==> src/rtl/rtc_bus_pkg.sv <==
// ============================================================================
// rtc_bus_pkg: shared state encoding, default timing and idle bus levels for
// the RTC A/D bus write engine.                                  Rev 1.0
// ============================================================================
`default_nettype none

package rtc_bus_pkg;

  typedef enum logic [3:0] {
    IDLE     = 4'd0,
    A_SETUP  = 4'd1,
    A_STROBE = 4'd2,
    A_HOLD   = 4'd3,
    GAP      = 4'd4,
    D_SETUP  = 4'd5,
    D_STROBE = 4'd6,
    D_HOLD   = 4'd7,
    DONE     = 4'd8,
    RECOV    = 4'd9
  } rtc_state_e;

  localparam int T_SETUP_DEF  = 2;
  localparam int T_STROBE_DEF = 4;
  localparam int T_HOLD_DEF   = 2;
  localparam int T_GAP_DEF    = 2;
  localparam int T_RECOV_DEF  = 3;
  localparam int TW_DEF       = 4;

  localparam logic       CS_N_IDLE   = 1'b1;
  localparam logic       RD_N_IDLE   = 1'b1;
  localparam logic       WR_N_IDLE   = 1'b1;
  localparam logic       AD_IDLE     = 1'b0;
  localparam logic       AD_OE_IDLE  = 1'b0;
  localparam logic [7:0] AD_OUT_IDLE = 8'h00;

endpackage

`default_nettype wire

==> src/rtl/rtc_phase_timer.sv <==
// ============================================================================
// rtc_phase_timer: loadable down-counter that times each bus phase; holds at
// zero until reloaded.                                            Rev 1.0
// ============================================================================
`default_nettype none

module rtc_phase_timer #(
  parameter int TW = 4
) (
  input  logic          clk,
  input  logic          reset,
  input  logic          load,
  input  logic [TW-1:0] load_val,
  output logic [TW-1:0] value,
  output logic          zero
);

  logic [TW-1:0] value_q;
  logic [TW-1:0] value_d;

  always_comb begin
    value_d = value_q;
    if (load) begin
      value_d = load_val;
    end else if (value_q != '0) begin
      value_d = value_q - TW'(1);
    end
  end

  always_ff @(posedge clk or negedge reset) begin
    if (!reset) begin
      value_q <= '0;
    end else begin
      value_q <= value_d;
    end
  end

  assign value = value_q;
  assign zero  = (value_q == '0);

endmodule

`default_nettype wire

==> src/rtl/rtc_bus_write.sv <==
// ============================================================================
// rtc_bus_write: turns each sequencer write request into an address cycle and
// a data cycle on the RTC A/D bus, then pulses fin. Macro RTC_WR_COUNT_EN adds
// a saturating completed-write counter on wr_count.               Rev 1.0
// ============================================================================
`default_nettype none

module rtc_bus_write
  import rtc_bus_pkg::*;
#(
  parameter int T_SETUP  = T_SETUP_DEF,
  parameter int T_STROBE = T_STROBE_DEF,
  parameter int T_HOLD   = T_HOLD_DEF,
  parameter int T_GAP    = T_GAP_DEF,
  parameter int T_RECOV  = T_RECOV_DEF,
  parameter int TW       = TW_DEF
) (
  input  logic       clk,
  input  logic       reset,
  input  logic [7:0] dir,
  input  logic [7:0] dato,
  input  logic       escribe,
  input  logic       activa,
  output logic       fin,
  output logic       cs_n,
  output logic       rd_n,
  output logic       wr_n,
  output logic       ad,
  output logic [7:0] ad_out,
  output logic       ad_oe
`ifdef RTC_WR_COUNT_EN
  ,
  output logic [15:0] wr_count
`endif
);

  localparam logic [TW-1:0] LD_SETUP  = TW'(T_SETUP - 1);
  localparam logic [TW-1:0] LD_STROBE = TW'(T_STROBE - 1);
  localparam logic [TW-1:0] LD_HOLD   = TW'(T_HOLD - 1);
  localparam logic [TW-1:0] LD_GAP    = TW'(T_GAP - 1);
  localparam logic [TW-1:0] LD_RECOV  = TW'(T_RECOV - 1);

  rtc_state_e    state_q, state_d;
  logic [7:0]    addr_q, addr_d;
  logic [7:0]    data_q, data_d;
  logic          fin_q, fin_d;
  logic          cs_n_q, cs_n_d;
  logic          rd_n_q, rd_n_d;
  logic          wr_n_q, wr_n_d;
  logic          ad_q, ad_d;
  logic [7:0]    ad_out_q, ad_out_d;
  logic          ad_oe_q, ad_oe_d;

  logic          timer_load;
  logic [TW-1:0] timer_load_val;
  logic          timer_zero;
  logic [TW-1:0] unused_timer_value;
  logic          req;

  rtc_phase_timer #(
    .TW (TW)
  ) u_phase_timer (
    .clk      (clk),
    .reset    (reset),
    .load     (timer_load),
    .load_val (timer_load_val),
    .value    (unused_timer_value),
    .zero     (timer_zero)
  );

  assign req = escribe && activa;

  always_comb begin
    state_d        = state_q;
    addr_d         = addr_q;
    data_d         = data_q;
    timer_load     = 1'b0;
    timer_load_val = '0;

    case (state_q)
      IDLE: begin
        if (req) begin
          state_d        = A_SETUP;
          addr_d         = dir;
          data_d         = dato;
          timer_load     = 1'b1;
          timer_load_val = LD_SETUP;
        end
      end
      A_SETUP: if (timer_zero) begin
        state_d = A_STROBE; timer_load = 1'b1; timer_load_val = LD_STROBE;
      end
      A_STROBE: if (timer_zero) begin
        state_d = A_HOLD; timer_load = 1'b1; timer_load_val = LD_HOLD;
      end
      A_HOLD: if (timer_zero) begin
        state_d = GAP; timer_load = 1'b1; timer_load_val = LD_GAP;
      end
      GAP: if (timer_zero) begin
        state_d = D_SETUP; timer_load = 1'b1; timer_load_val = LD_SETUP;
      end
      D_SETUP: if (timer_zero) begin
        state_d = D_STROBE; timer_load = 1'b1; timer_load_val = LD_STROBE;
      end
      D_STROBE: if (timer_zero) begin
        state_d = D_HOLD; timer_load = 1'b1; timer_load_val = LD_HOLD;
      end
      D_HOLD: if (timer_zero) begin
        state_d = DONE;
      end
      DONE: begin
        state_d = RECOV; timer_load = 1'b1; timer_load_val = LD_RECOV;
      end
      RECOV: begin
        // The edge that closes recovery doubles as the first IDLE edge, so
        // back-to-back requests are spaced exactly latency + 1 + T_RECOV.
        if (timer_zero) begin
          if (req) begin
            state_d        = A_SETUP;
            addr_d         = dir;
            data_d         = dato;
            timer_load     = 1'b1;
            timer_load_val = LD_SETUP;
          end else begin
            state_d = IDLE;
          end
        end
      end
      default: state_d = IDLE;
    endcase

    // Outputs are decoded from the next state so they change on the same edge.
    fin_d    = 1'b0;
    cs_n_d   = CS_N_IDLE;
    rd_n_d   = RD_N_IDLE;
    wr_n_d   = WR_N_IDLE;
    ad_d     = AD_IDLE;
    ad_out_d = AD_OUT_IDLE;
    ad_oe_d  = AD_OE_IDLE;

    case (state_d)
      A_SETUP, A_STROBE, A_HOLD: begin
        cs_n_d   = 1'b0;
        ad_oe_d  = 1'b1;
        ad_out_d = addr_d;
        wr_n_d   = (state_d == A_STROBE) ? 1'b0 : 1'b1;
      end
      D_SETUP, D_STROBE, D_HOLD: begin
        cs_n_d   = 1'b0;
        ad_oe_d  = 1'b1;
        ad_d     = 1'b1;
        ad_out_d = data_d;
        wr_n_d   = (state_d == D_STROBE) ? 1'b0 : 1'b1;
      end
      DONE:    fin_d = 1'b1;
      default: ;
    endcase
  end

  always_ff @(posedge clk or negedge reset) begin
    if (!reset) begin
      state_q  <= IDLE;
      addr_q   <= 8'h00;
      data_q   <= 8'h00;
      fin_q    <= 1'b0;
      cs_n_q   <= CS_N_IDLE;
      rd_n_q   <= RD_N_IDLE;
      wr_n_q   <= WR_N_IDLE;
      ad_q     <= AD_IDLE;
      ad_out_q <= AD_OUT_IDLE;
      ad_oe_q  <= AD_OE_IDLE;
    end else begin
      state_q  <= state_d;
      addr_q   <= addr_d;
      data_q   <= data_d;
      fin_q    <= fin_d;
      cs_n_q   <= cs_n_d;
      rd_n_q   <= rd_n_d;
      wr_n_q   <= wr_n_d;
      ad_q     <= ad_d;
      ad_out_q <= ad_out_d;
      ad_oe_q  <= ad_oe_d;
    end
  end

  assign fin    = fin_q;
  assign cs_n   = cs_n_q;
  assign rd_n   = rd_n_q;
  assign wr_n   = wr_n_q;
  assign ad     = ad_q;
  assign ad_out = ad_out_q;
  assign ad_oe  = ad_oe_q;

`ifdef RTC_WR_COUNT_EN
  logic [15:0] wr_count_q, wr_count_d;

  always_comb begin
    wr_count_d = wr_count_q;
    if ((state_q == DONE) && (wr_count_q != 16'hFFFF)) begin
      wr_count_d = wr_count_q + 16'd1;
    end
  end

  always_ff @(posedge clk or negedge reset) begin
    if (!reset) begin
      wr_count_q <= 16'h0000;
    end else begin
      wr_count_q <= wr_count_d;
    end
  end

  assign wr_count = wr_count_q;
`endif

endmodule

`default_nettype wire
==> config.mk <==
export PLATFORM = sky130hd
export DESIGN_NAME = rtc_bus_write
export DESIGN_NICKNAME = d
export VERILOG_FILES = /design/src/rtl/rtc_bus_pkg.sv /design/src/rtl/rtc_phase_timer.sv /design/src/rtl/rtc_bus_write.sv
export SDC_FILE = /design/constraint.sdc
export NUM_CORES = 1
export LEC_CHECK = 0
export BUFFER_PORTS_ARGS = -buffer_cell sky130_fd_sc_hd__buf_2
export CORE_MARGIN = 2
export CORE_UTILIZATION = 51
export DETAILED_ROUTE_END_ITERATION = 8
export PLACE_DENSITY = 0.81
export SYNTH_ARGS = -nofsm -noshare
export SYNTH_HDL_FRONTEND = slang
export SYNTH_SLANG_ARGS = --single-unit
==> constraint.sdc <==
create_clock -name clk -period 3.9 [get_ports clk]
set_input_delay 0.78 -clock clk [delete_from_list [all_inputs] [get_ports clk]]
set_output_delay 0.78 -clock clk [all_outputs]
set_load 0.02 [all_outputs]
Word level (Yosys, flattened, before mapping). Index checks and enable logic that the tools add are counted.

Bits of input ports: 20. Bits in registers: 37. Output and inout port bits: 14. Word-level logic and storage cells: 73.

$add $sub $neg: 1. Reduce and logical (&&, ||, !) cells: 11. Mux-type cells: 35. Equal/unequal tests: 16.

Operators by type and width (number): 8-bit case mux with 2 select lines (3); 4-bit 2-to-1 mux (11); 4-bit case mux with 10 select lines (1); 8-bit 2-to-1 mux (4); 4-bit by 3-bit equality test with 1-bit output, second input constant (7); 4-bit by 2-bit equality test with 1-bit output, second input constant (4); 4-bit equality test, second input constant (3); 1-bit 2-to-1 mux (12); 6-bit OR reduction (2); 2-bit case mux with 5 select lines (1); 4-bit by 1-bit equality test with 1-bit output, second input constant (2); 4-bit zero test (2); 3-bit OR reduction (2); 1-bit case mux with 4 select lines (1); 4-bit nonzero test (1); 4-bit OR reduction (1); 4-bit by 1-bit subtractor with 4-bit output, second input constant (1); 2-bit 2-to-1 mux (1); 1-bit case mux with 2 select lines (1); 2-bit nonzero test (1); 2-bit OR reduction (1); 1-bit logical AND (1).

Logic depth before layout (Yosys ltp).
Word-level depth: 7. Mapped depth: 9. Mapped depth without buffers: 7.

Hierarchy. From an unflattened synthesis, not the netlist that was laid out.

Cell total of the unflattened synthesis: 137. Area, all modules: 1681.6 um2.

Modules (own cells, without submodules): rtc_bus_write (seq. area each 828.3 um2, cells each 114, times used 1, area each 1448.9 um2); rtc_phase_timer (seq. area each 100.1 um2, cells each 23, times used 1, area each 232.7 um2).

Least setup slack after synthesis. Ideal clock, no wire load.

Kind: input to register. Start: input port escribe. End: register ad_out_q[6] (netlist: ad_out[6]). Stages on the path: 6. Setup time: 81 ps. Arrival time: 1805 ps. Path buffers: 2. Slack: 2014 ps. Data required time: 3819 ps. Path through: and4bb_1 buf_4 clkbuf_1 a211o_1 a21oi_1 o2bb2ai_1.

Elaborated cells on any way between the ends: 20. Those cells by class: 6 x eq/ne; 11 x mux; 3 x reduce/logical.

RTL lines: start, declared (line rtc_bus_write.sv:22) `input logic escribe,`; 1-bit logical AND * (line rtc_bus_write.sv:71) `assign req = escribe && activa;`; 8-bit 2-to-1 mux * (line rtc_bus_write.sv:82, rtc_bus_write.sv:118); 8-bit 2-to-1 mux (line rtc_bus_write.sv:117) `if (timer_zero) begin`; 8-bit case mux with 2 select lines * (line rtc_bus_write.sv:80) `case (state_q)`; via data_d[6] (line rtc_bus_write.sv:45) `logic [7:0] data_q, data_d;`; 8-bit case mux with 2 select lines * (line rtc_bus_write.sv:141) `case (state_d)`; via ad_out_d[6] (line rtc_bus_write.sv:51) `logic [7:0] ad_out_q, ad_out_d;`; end signal, assigned (line rtc_bus_write.sv:181) `ad_out_q <= ad_out_d;`; end, declared (line rtc_bus_write.sv:51).

The timed path passes the listed nets; every way through them passes the cells marked *. A chain may end at the register's enable or synchronous reset.

Final worst setup path.
Start: register state_q[0]. End: register ad_out_q[7] (netlist: ad_out[7]).

Longest elaborated chain between the ends: 5. Elaborated cells on any way between the ends: 31. Those cells by class: 15 x eq/ne; 13 x mux; 3 x reduce/logical.

Ends and longest elaborated chain: start, declared (line rtc_bus_write.sv:43) `rtc_state_e state_q, state_d;`; start signal, assigned (line rtc_bus_write.sv:173) `state_q <= state_d;`; 4-bit equality test, or another cell as far along (line rtc_bus_write.sv:80); 4-bit case mux with 10 select lines (line rtc_bus_write.sv:80); 4-bit by 3-bit equality test with 1-bit output, or another cell as far along (line rtc_bus_write.sv:141); 3-bit OR reduction; 8-bit case mux with 2 select lines * (line rtc_bus_write.sv:141); via ad_out_d[7] (line rtc_bus_write.sv:51).

Marked as above.

==> run_results.csv <==
group,metric,value,unit
cts,clkSlewWorstSetupHoldPaths,70,ps
drt,wl,4570,um
layout,diodes,0,
layout,final_cells,314,
synth,synthesis.area,2130,um2
critical_path,cp.required,4100,ps
sta,worst_slew_pin_slew,893,ps
global_routing,grt.total_usage,0.218,
global_routing,grt_max_degree,38,
critical_path,critPathArrivalTime,2560,ps
global_routing,grt_pass1_wl,7530,um
synth,muxShareOfSynthArea,0.00471,
floorplanning,io_pins,34,
synth,synth_nets,262,
sta,fmax,423,MHz
cts,insertion_delay,290,ps
power,power_frac_seq,0.355,
layout,nFillCells,338,
sta,timing.final.hold_violations,0,
cts,cts_sinks,37,
floorplanning,core.rowCount,23,
floorplanning,die_area,4700,um2
place,dpl.hpwl,2990,um
critical_path,critPathBufInv,1,
sta,post-route-min-period,2360,ps
layout,multi_input_area,1050,um2
critical_path,cp-end-kind,"flop",
cts,cts_resized,0,
synth,synthFlopType,"dfrtp_1",
layout,post-route-cell-area,2390,um2
sta,whs,580,ps
synth,ys_async_sr_fraction,1.00,
cts,root_buffer,"clkbuf_8",
power,p_comb_frac,0.453,
sta,finalCritPeriodShare,0.606,
global_routing,antenna_found_initial,0,
synth,synth_edf_count,0,
cts,cts-hold-fix-buffers,0,
place,portBuffers,32,
status,status,"completed",
synth,seq_area_frac_synth,0.437,
synth,synth_xor_area_frac,0.00824,
critical_path,cpPeakStageDelay,650,ps
synth,yosys.area.top_type_share,0.412,
power,internal_power,1.05,mW
synth,synth.top_cells.by_area,"dfrtp_1 41%, nor2_1 11%, a211o_1 6.6%",
sta,setup_violations,0,
layout,regArea,928,um2
place,post_dp_cell_area,2270,um2
drt,drc,0,
power,peakVddDrop,0.000471,V
synth,netlist.top_cell.by_area,"dfrtp_1",
flow_run,maxCapViolCount,0,
cts,htree_num_levels,2,
critical_path,crit_fanout,19,
power,power_switching,0.751,mW
floorplanning,core,4000,um2
global_routing,grt_pass1_vias,1633,
layout,nets,284,
power,cellPowerDensity,754,nW/um2
drt,vias,1815,
sta,rsz0062_at_grt,"false",
critical_path,critPathKind,"flop to flop",
cts,cts_made_buffers,5,
sta,relSlewSlack,0.402,
drt,drt_iter0_drc,127,
critical_path,critical-path-top-delay-family,"simple AND/OR/NAND/NOR gates",
floorplanning,die_w,68.6,um
power,p_leak,1.17,nW
layout,fin_util,0.596,
synth,synth_compound_area_frac,0.278,
drt,avgRoutedWirePerCell,14.5,um
synth,synth_top_family_by_area,"compound AO/OA/AOI/OAI gates",
synth,postSynthRegisterBits,37,
drt,ant_nets,0,
critical_path,crit_slowest_cell,"dfrtp_1",
drt,dr.pass1.iters,5,
place,dp.cells,306,
drt,via_per_inst,5.78,
sta,tns,0,ps
synth,syn_area_per_cell,8.82,um2
synth,yosysUniqueCellTypes,44,
cts,clk_path_buf_depth,2,
layout,synthToLayoutAreaGrowth,12.2,%
layout,drive_gt1_frac,0.223,
synth,synthCells,241,
synth,yosys.area_share.simple,0.192,
synth,yosysWarnings,0,
place,gp_congestion,0.836,
power,p_clk_frac,0.192,
cts,post_cts_buffers,0,
critical_path,path_cells,"buf_4 -> nand2b_1 -> nor2_1 -> a211o_1 -> a21o_1 -> o2bb2ai_1",
cts,tritoncts,"yes",
sta,slew_viol_final,0,
min_path,hp-class,"primary input to async pin",
sta,finClkSkew,5.99,ps
synth,synthAdderAreaFrac,0.00589,
floorplanning,start_util,0.531,
critical_path,startpoint_type,"flop",
global_routing,overflow,0,
power,power.share.switching,0.417,
floorplanning,die_h,68.6,um
-- worst paths after layout --
| check | from | endpoint | slack, ps | cells after the start |
|---|---|---|---|---|
| min in group clk | u_phase_timer.value[2] | u_phase_timer.value[2] | 630 | 2 |
| min | reset | ad_oe | 580 | 1 |
| min reg2reg | u_phase_timer.value[2] | u_phase_timer.value[2] | 630 | 2 |
| max reg2reg | state_q[0] | ad_out[7] | 1540 | 6 |
| max in group asynchronous | reset | data_q[7] | 2800 | 1 |
| max | state_q[0] | ad_out[7] | 1540 | 6 |
-- Yosys cell counts (3+ instances only) --
master / instances
nand2_1: 5
o2bb2ai_1: 8
a21o_1: 8
buf_2: 8
nand2b_1: 3
a211o_1: 16
a21oi_1: 9
dfrtp_1: 35
buf_4: 7
clkbuf_1: 4
o21ai_1: 4
nor3_1: 5
o22ai_1: 16
nor2_1: 60
inv_1: 10
a21oi_2: 7
-- metal layers --
layer	GRT usage	vias up	share of wire
met3	0.0471	7	0.069
met2	0.313	73	0.44
li1	-	895	-
met1	0.323	840	0.48
met5	0	-	0
met4	0.0800	0	0.016
-- registers in the layout, indices dropped and copies added (netlist names) --
name                 cells
ad_out                   8
addr_q                   8
data_q                   8
state_q                  4
u_phase_timer.value      4
ad                       1
ad_oe                    1
cs_n                     1
fin                      1
wr_n                     1
-- metrics by stage --
step | setup slack, ps | total power [mW]
floorplan | 2010 | 1.28
global placement | 1570 | 1.44
detailed placement | 1520 | 1.45
CTS | 1580 | 1.81
global route | 1350 | 1.95
finish | 1540 | 1.80
-- layout make-up --
class                      count  share of cell area
clock buffer                   6              0.0346
clock inverter                 2              0.0157
inverter                      11              0.0173
multi-input combinational    173               0.440
sequential                    37               0.389
tap                           50              0.0262
timing repair buffer          35              0.0766
-- layout by cell type (no fill, tap or decap), drive strengths merged, types with 2 or more instances in the layout --
cell,instances
nand2,6
nor3,5
a21o,8
dfrtp,35
xor2,2
o21bai,2
nor3b,2
o21ai,5
nor2,60
a211oi,3
a21oi,16
o22ai,16
o2bb2ai,8
or2,2
inv,11
buf,35
clkbuf,6
nand3b,2
a211o,16
nand2b,3
dfstp,2
nand3,2
-- kinds of logic (layout without fill, tap and decap cells) --
family	Yosys count	count (layout)
flops	37	37
other cells	1	1
fa+ha+maj	1	1
xor+xnor	2	2
buf+inv	31	54
simple gates	88	88
mux	1	1
compound gates	80	80
-- power groups by stage --
stage                     combinational (mW)  sequential, mW  clock (mW)
final                                  0.814           0.639       0.346
after global placement                 0.794           0.645           0
after global routing                   0.914           0.663       0.371
after detailed placement               0.810           0.645           0
after CTS                              0.813           0.638       0.354
after floorplan                        0.648           0.636           0
Note: power is estimated with default switching activity, not from simulation.
